===== config.mk =====
export PLATFORM = sky130hd
export DESIGN_NAME = id_issue_ctrl
export DESIGN_NICKNAME = d
export VERILOG_FILES = /design/src/rtl/id_issue_ctrl_pkg.sv /design/src/rtl/id_issue_ctrl_hazard_detect.sv /design/src/rtl/id_issue_ctrl.sv
export SDC_FILE = /design/constraint.sdc
export NUM_CORES = 1
export LEC_CHECK = 0
export ABC_AREA = 1
export ABC_CLOCK_PERIOD_IN_PS = 2900
export CAP_MARGIN = 30
export CORE_MARGIN = 4
export CORE_UTILIZATION = 42
export CTS_CLUSTER_DIAMETER = 200
export CTS_CLUSTER_SIZE = 16
export DETAILED_ROUTE_END_ITERATION = 7
export MAX_ROUTING_LAYER = met4
export PLACE_DENSITY = 0.81
export SLEW_MARGIN = 20
export SYNTH_ARGS = -nofsm -noshare
export SYNTH_HDL_FRONTEND = slang
export SYNTH_SLANG_ARGS = --single-unit

===== constraint.sdc =====
create_clock -name clk -period 2.9 [get_ports clk]
set_clock_uncertainty 0.1 [all_clocks]
set_input_delay 0.87 -clock clk [delete_from_list [all_inputs] [get_ports clk]]
set_output_delay 0.87 -clock clk [all_outputs]
set_load 0.05 [all_outputs]

===== src/rtl/id_issue_ctrl_pkg.sv =====
// Shared types and RV32I opcode constants for the decode-stage issue controller.
// Also holds the register-usage helpers used by hazard detection.
package id_issue_ctrl_pkg;

   localparam logic [6:0] OP_LUI    = 7'b0110111;
   localparam logic [6:0] OP_AUIPC  = 7'b0010111;
   localparam logic [6:0] OP_JAL    = 7'b1101111;
   localparam logic [6:0] OP_JALR   = 7'b1100111;
   localparam logic [6:0] OP_LOAD   = 7'b0000011;
   localparam logic [6:0] OP_STORE  = 7'b0100011;
   localparam logic [6:0] OP_B_TYPE = 7'b1100011;
   localparam logic [6:0] OP_I_TYPE = 7'b0010011;
   localparam logic [6:0] OP_R_TYPE = 7'b0110011;

   localparam logic [31:0] NOP_INSTR_DEF = 32'h0000_0013;

   typedef enum logic {
      ST_RUN   = 1'b0,
      ST_FLUSH = 1'b1
   } state_t;

   function automatic logic reads_rs1(input logic [6:0] opcode);
      return !(opcode == OP_LUI || opcode == OP_AUIPC || opcode == OP_JAL);
   endfunction

   function automatic logic reads_rs2(input logic [6:0] opcode);
      return (opcode == OP_R_TYPE || opcode == OP_STORE || opcode == OP_B_TYPE);
   endfunction

endpackage


===== src/rtl/id_issue_ctrl_hazard_detect.sv =====
// Combinational load-use hazard check of the decode-stage instruction against the EX load.
// x0 is never a hazard source since writes to it are discarded.
module id_hazard_detect
   import id_issue_ctrl_pkg::*;
(
   input  logic       id_valid,
   input  logic [6:0] opcode,
   input  logic [4:0] rs1,
   input  logic [4:0] rs2,
   input  logic       ex_valid,
   input  logic       ex_is_load,
   input  logic [4:0] ex_rd,
   output logic       load_use
);

   logic use_rs1;
   logic use_rs2;
   logic rs1_hit;
   logic rs2_hit;

   assign use_rs1 = reads_rs1(opcode);
   assign use_rs2 = reads_rs2(opcode);
   assign rs1_hit = use_rs1 && (rs1 == ex_rd);
   assign rs2_hit = use_rs2 && (rs2 == ex_rd);

   assign load_use = id_valid && ex_valid && ex_is_load && (ex_rd != 5'd0) &&
                     (rs1_hit || rs2_hit);

endmodule


===== src/rtl/id_issue_ctrl.sv =====
// IF/ID register plus issue/flush control: zero-bubble issue, one bubble per load-use,
// fetch held FLUSH_CYCLES after a redirect. Optional stall counter under PERF_CNT_EN.
module id_issue_ctrl
   import id_issue_ctrl_pkg::*;
#(
   parameter int unsigned FLUSH_CYCLES = 1,
   parameter logic [31:0] NOP_INSTR    = NOP_INSTR_DEF,
   parameter int unsigned PERF_W       = 32
) (
   input  logic        clk,
   input  logic        rst_n,
   input  logic        if_valid,
   output logic        if_ready,
   input  logic [31:0] if_instr,
   input  logic [31:0] if_pc,
   output logic        id_valid,
   output logic [31:0] id_instr,
   output logic [31:0] id_pc,
   input  logic [6:0]  dec_opcode,
   input  logic [4:0]  dec_rs1,
   input  logic [4:0]  dec_rs2,
   input  logic        ex_ready,
   input  logic        ex_valid,
   input  logic        ex_is_load,
   input  logic [4:0]  ex_rd,
   input  logic        redirect,
   output logic        issue,
   output logic        load_use
`ifdef PERF_CNT_EN
   ,
   output logic [PERF_W-1:0] stall_cnt
`endif
);

   localparam logic [3:0] FLUSH_LOAD = 4'(FLUSH_CYCLES);

   state_t     state;
   state_t     state_nxt;
   logic [3:0] flush_cnt;

   id_hazard_detect u_hazard (
      .id_valid   (id_valid),
      .opcode     (dec_opcode),
      .rs1        (dec_rs1),
      .rs2        (dec_rs2),
      .ex_valid   (ex_valid),
      .ex_is_load (ex_is_load),
      .ex_rd      (ex_rd),
      .load_use   (load_use)
   );

   always_ff @(posedge clk) begin
      if (!rst_n) begin
         state <= ST_RUN;
      end else begin
         state <= state_nxt;
      end
   end

   // A redirect from any state (re)starts the flush window.
   always_comb begin
      state_nxt = state;
      if (redirect) begin
         state_nxt = ST_FLUSH;
      end else if (state == ST_FLUSH && flush_cnt == 4'd1) begin
         state_nxt = ST_RUN;
      end
   end

   always_comb begin
      issue    = 1'b0;
      if_ready = 1'b0;
      if (state == ST_RUN && !redirect) begin
         issue    = id_valid && ex_ready && !load_use;
         if_ready = !id_valid || issue;
      end
   end

   always_ff @(posedge clk) begin
      if (!rst_n) begin
         flush_cnt <= 4'd0;
      end else if (redirect) begin
         flush_cnt <= FLUSH_LOAD;
      end else if (state == ST_FLUSH && flush_cnt != 4'd0) begin
         flush_cnt <= flush_cnt - 4'd1;
      end
   end

   // Fetch acceptance has priority over issue so back-to-back words overwrite in place.
   always_ff @(posedge clk) begin
      if (!rst_n) begin
         id_valid <= 1'b0;
         id_instr <= NOP_INSTR;
         id_pc    <= 32'd0;
      end else if (redirect) begin
         id_valid <= 1'b0;
         id_instr <= NOP_INSTR;
      end else if (if_valid && if_ready) begin
         id_valid <= 1'b1;
         id_instr <= if_instr;
         id_pc    <= if_pc;
      end else if (issue) begin
         id_valid <= 1'b0;
         id_instr <= NOP_INSTR;
      end
   end

`ifdef PERF_CNT_EN
   always_ff @(posedge clk) begin
      if (!rst_n) begin
         stall_cnt <= '0;
      end else if ((load_use || state == ST_FLUSH) && stall_cnt != {PERF_W{1'b1}}) begin
         stall_cnt <= stall_cnt + PERF_W'(1);
      end
   end
`endif

endmodule


; ---- Yosys cells after proc, flatten, opt, wreduce, memory -nomap -nowiden
; Cells that the tools add are included.
[classes]
addsub = 1
eq_ne = 9
n_mux = 10
bitwise_logic = 3
reduce_logical = 29
[ops]
columns = op, count
row1 = $mux W32, 2
row2 = $eq A7 B6 Y1 const B, 3
row3 = $eq A7 B7 Y1 const B, 2
row4 = $logic_and A1 B1 Y1, 12
row5 = $eq A5 B5 Y1, 2
row6 = $mux W1, 8
row7 = $eq A7 B5 Y1 const B, 1
row8 = $logic_or A1 B1 Y1, 6
row9 = $reduce_bool A2 Y1, 3
row10 = $reduce_bool A5 Y1, 1
row11 = $eq A4 B1 Y1 const B, 1
row12 = $logic_not A1 Y1, 4
row13 = $reduce_bool A4 Y1, 1
row14 = $sub A4 B1 Y4 const B, 1
row15 = $not A1 Y1, 3
row16 = $reduce_and A2 Y1, 1
row17 = $reduce_or A2 Y1, 1
[word_totals]
reg_bits = 70
inputBits = 93
output_inout_bits = 68
elab_cells = 58

; ---- Longest topological paths before layout
; Gate-level depths: netlist (run 1).
[depth]
ltp_word = 13
ltp_mapped = 14
depth_no_buf = 13

; ---- Modules after synthesis
; From an unflattened synthesis (run 1), not the netlist that was laid out.
[unflattened]
hier_cells = 466
hier_area_um2 = 3181.8
[by_module_without_submodules]
columns = module, instances, cells_each, area_each_um2, seq_area_each_um2
row1 = id_issue_ctrl, 1, 404, 2914.0, 1401.3
row2 = id_hazard_detect, 1, 62, 267.8, 0.0

; ---- Least setup slack after synthesis (run 1)
; OpenSTA, ideal clock, no wires.
[synth_timing]
kind = in2out
start = input port ex_rd[2]
end = output port issue
arrival_time_ps = 1859
t_required_ps = 1930
setup_slack_ps = 71
cell_stages = 8
n_path_buf = 1
path_cell_list = nor2_1 nand3_1 o21ai_0 nor2_1 nand2_2 nand2_4 buf_2 inv_1
[synth_via]
elab_chain_cells = 7
word_cells_on_any_way = 11
cone_classes = eq/ne (2) / mux (1) / reduce/logical (8)
[synth_rtl]
columns = item, line
row1 = "start, declared", id_issue_ctrl.sv:25  ; input logic [4:0] ex_rd,
row2 = "$eq A5 B5 Y1, on equally long branches", "id_issue_ctrl_hazard_detect.sv:23, id_issue_ctrl_hazard_detect.sv:24"
row3 = "$logic_and A1 B1 Y1, on equally long branches", "id_issue_ctrl_hazard_detect.sv:23, id_issue_ctrl_hazard_detect.sv:24"
row4 = $logic_or A1 B1 Y1, id_issue_ctrl_hazard_detect.sv:27  ; (rs1_hit || rs2_hit);
row5 = $logic_and A1 B1 Y1 (*), id_issue_ctrl_hazard_detect.sv:26  ; assign load_use = id_valid && ex_valid && ex_is_load && (ex_rd != 5'd0) &&
row6 = $logic_not A1 Y1 (*), id_issue_ctrl.sv:74  ; issue = id_valid && ex_ready && !load_use;
row7 = $logic_and A1 B1 Y1 (*), id_issue_ctrl.sv:74
row8 = $mux W1 (*), id_issue_ctrl.sv:73  ; if (state == ST_RUN && !redirect) begin
row9 = "end, declared", id_issue_ctrl.sv:27  ; output logic issue,
; Mark *: on every way between the ends. The rest lies on a longest branch, timed or not.

; ---- Worst setup path in the final report (run 1)
[layout_timing]
start = input port dec_rs1[1]
end = output port if_ready
[layout_via]
elab_chain_cells = 8
[layout_rtl]
columns = item, line
row1 = "start, declared", id_issue_ctrl.sv:20  ; input logic [4:0] dec_rs1,
row2 = $eq A5 B5 Y1, id_issue_ctrl_hazard_detect.sv:23  ; assign rs1_hit = use_rs1 && (rs1 == ex_rd);
row3 = $logic_and A1 B1 Y1, id_issue_ctrl_hazard_detect.sv:23
row4 = $logic_or A1 B1 Y1, id_issue_ctrl_hazard_detect.sv:27
row5 = $logic_and A1 B1 Y1, id_issue_ctrl_hazard_detect.sv:26
row6 = $logic_not A1 Y1, id_issue_ctrl.sv:74
row7 = $logic_and A1 B1 Y1, id_issue_ctrl.sv:74
row8 = $logic_or A1 B1 Y1, id_issue_ctrl.sv:75  ; if_ready = !id_valid || issue;
row9 = $mux W1, id_issue_ctrl.sv:73
row10 = "end, declared", id_issue_ctrl.sv:13  ; output logic if_ready,
; Every way passes these cells.

==> qor.csv, run 1 <==
metric,value,unit
outcome,finished clean,
viasPerCell,5.06,
leakage,0.00222,uW
fin_area,5380,um2
slew_headroom,0.638,
critPathBufInv,2,
cp_slowest_cell,clkdlybuf4s15_1,
wire_per_inst,13.8,um
h-tree-depth,3,
peakVddDrop,240,uV
grt_usage,0.211,
vias,3687,
io_buffers,160,
clk_pin_slew,0.07,ns
end_kind,output port,
synth_area,3520,um2
max_stage_delay,0.17,ns
dpl_cell_area,5180,um2
dp_slack,-0.324,ns
drc,0,
rows,33,
fmax,354,MHz
detailedPlacementHpwl,7.22,mm
grt_first_pass_wirelength,16.6,mm
syn_avg_cell_area,7.44,um2
fp.dieW,99.5,um
die_h,99.5,um
finalHoldViolations,0,
period_needed,2.83,ns
antenna_cells,0,
first_pass_iters,6,
ios,161,
powerDensity,467,nW/um2
path_cells,"clkdlybuf4s15_1, xor2_1, nor2_1, nand3_1, nand2_1, nand2_2, nand2_4, nand2_4, buf_8",
syn_inst,473,
fin_ws,0.0740,ns
cts_buffer_depth,2,
ys_seq_area_frac,0.398,
drive_gt1_frac,0.160,
design.core.area,8180,um2
drv_slew,0,
drtIter0Drc,104,
final_cells,729,
antenna_found_initial,0,
rsz0062_at_grt,no,
ys_types,29,
ctsHoldBuffers,0,
nets,715,
start_util,0.430,
dieArea,9910,um2
crit_family,simple AND/OR/NAND/NOR gates,
setup-violations-final,0,
path_max_fanout,4,
cp.required,1.93,ns
cts_buffers,9,
hp-class,register to register,
maxCapViolCount,0,
syn_to_final_growth,52.9,%
total_power,2510,uW
crit_top_cell,nand2_4,
dp.cells,711,
cp-start-kind,input pin,
grt_max_degree,98,
cts_tree,built,
timing_worst_setup_path_type,input pin to output port,
worst_pin_slew,0.542,ns
reg2reg_slack,0.84,ns
min_period_over_period,0.974,
synth_nets,568,
fin_util,0.658,
drt_wl_total,10.1,mm
antenna_left,0,
gr-total-overflow,0,
gp_congestion,0.925,
cts_root_buffer,clkbuf_8,
grt_pass1_vias,3605,
worst_ep_arrival_time,1.86,ns
ys_seq_elements,70,
ys_warn_count,0,
clk_latency,0.34,ns
cts.sinks,70,
num-fill-cells,690,
[area by class of cell]
class / count / area, um2 / share of cell area
repair buffers: 174 / 1710 / 0.318
multi-input cells: 303 / 1690 / 0.314
flip-flops and latches: 70 / 1400 / 0.260
inverters: 62 / 233 / 0.0433
well taps: 105 / 131 / 0.0244
clock buffers: 9 / 124 / 0.0230
clock inverters: 6 / 87.6 / 0.0163
[final timing paths]
check / startpoint / cells past startpoint / endpoint
setup / recovery: dec_rs1[1] / 9 / if_ready
hold / removal: id_pc[13] / 2 / id_pc[13]
setup reg to reg: id_valid / 11 / id_pc[21]
hold reg to reg: id_pc[13] / 2 / id_pc[13]
[synthesized netlist by cell type (all sizes together)]
| master | n | area [um2] |
|---|---|---|
| xor2 | 1 | 8.76 |
| buf | 19 | 133 |
| nand3 | 63 | 415 |
| inv | 62 | 233 |
| clkbuf | 19 | 71.3 |
| o211ai | 32 | 240 |
| nand3b | 3 | 22.5 |
| nor2 | 48 | 180 |
| a21oi | 64 | 392 |
| and3 | 1 | 6.26 |
| nor4 | 1 | 6.26 |
| a311oi | 1 | 8.76 |
| a31oi | 2 | 12.5 |
| ha | 2 | 25.0 |
| o21ai | 5 | 25.0 |
| dfxtp | 70 | 1400 |
| o31ai | 1 | 7.51 |
| nand2 | 75 | 299 |
| or2 | 1 | 6.26 |
| xnor2 | 2 | 17.5 |
| nor3b | 1 | 7.51 |
[metal layers]
metal	track usage	wire, um
met3	0.0575	858
met2	0.339	4750
met5	-	0
met1	0.251	4220
met4	0.0840	261
[registers in the layout, summed over array words and instances (netlist names)]
register,count
flush_cnt,4
id_pc,32
id_valid,1
id_instr,32
state,1
[cells in the final DEF (no fill, tap or decap), types with 2 or more instances in the layout]
master and n:
nor2_1 46, clkbuf_8 9, nand2_4 2, nand2_1 72, inv_2 7, nand3_2 20
o21ai_1 2, o21ai_0 2, buf_2 7, dlygate4sd2_1 4, dfxtp_1 70, a21oi_1 45
buf_4 11, a21oi_2 19, nor2_2 2, nand3b_1 3, inv_1 55, nand3_1 43
clkbuf_2 7, bufinv_16 2, a31oi_1 2, clkdlybuf4s50_1 131, buf_12 5, ha_1 2
clkinvlp_4 3, xnor2_1 2, o211ai_1 32, clkdlybuf4s15_1 7
[through the flow]
step,hold WS (ns),setup TNS [ns]
2_1_floorplan,0.365,0
3_3_place_gp,0.362,-10.54
3_5_place_dp,0.368,-13.13
4_1_cts,0.388,0
5_1_grt,0.408,0
6_report,0.382,0
[repair_timing]
item                                    4_1_cts  5_1_grt
setup buffers                                 2        0
pin swaps                                    27       22
endpoints found under the setup margin        3        3
hold endpoints to repair                      0        0
gates resized for setup                      60       19
[logic make-up (layout without fill, tap and decap cells)]
kind of cell,Yosys count,count (layout),share of synthesized area
AO/OA/AOI/OAI,105,105,0.195
XOR/XNOR,3,3,0.00747
adder cells (fa/ha/maj),2,2,0.00711
buffers and inverters,100,251,0.124
flip-flops,70,70,0.398
AND/OR/NAND/NOR,193,193,0.268
[power by group]
group	leakage [uW]	switching, uW	internal, uW
clock network	0.0000973	372	478
registers	0.000571	24.8	1010
logic	0.00156	371	259
total	0.00222	768	1740
[tightest hold or removal path, cell delays in order, from the launching register on]
cell	delay, ns
dfxtp_1	0.33
a21oi_1	0.04
nor2_1	0.08
(Power assumes the default switching activity.)
==> inputs of run 2 (changes only) <==
Settings changed: GPL_ROUTABILITY_DRIVEN from default to 0.
==> results of run 2 <==
Same layout as run 1: the final DEF is identical, and so are final timing and power.
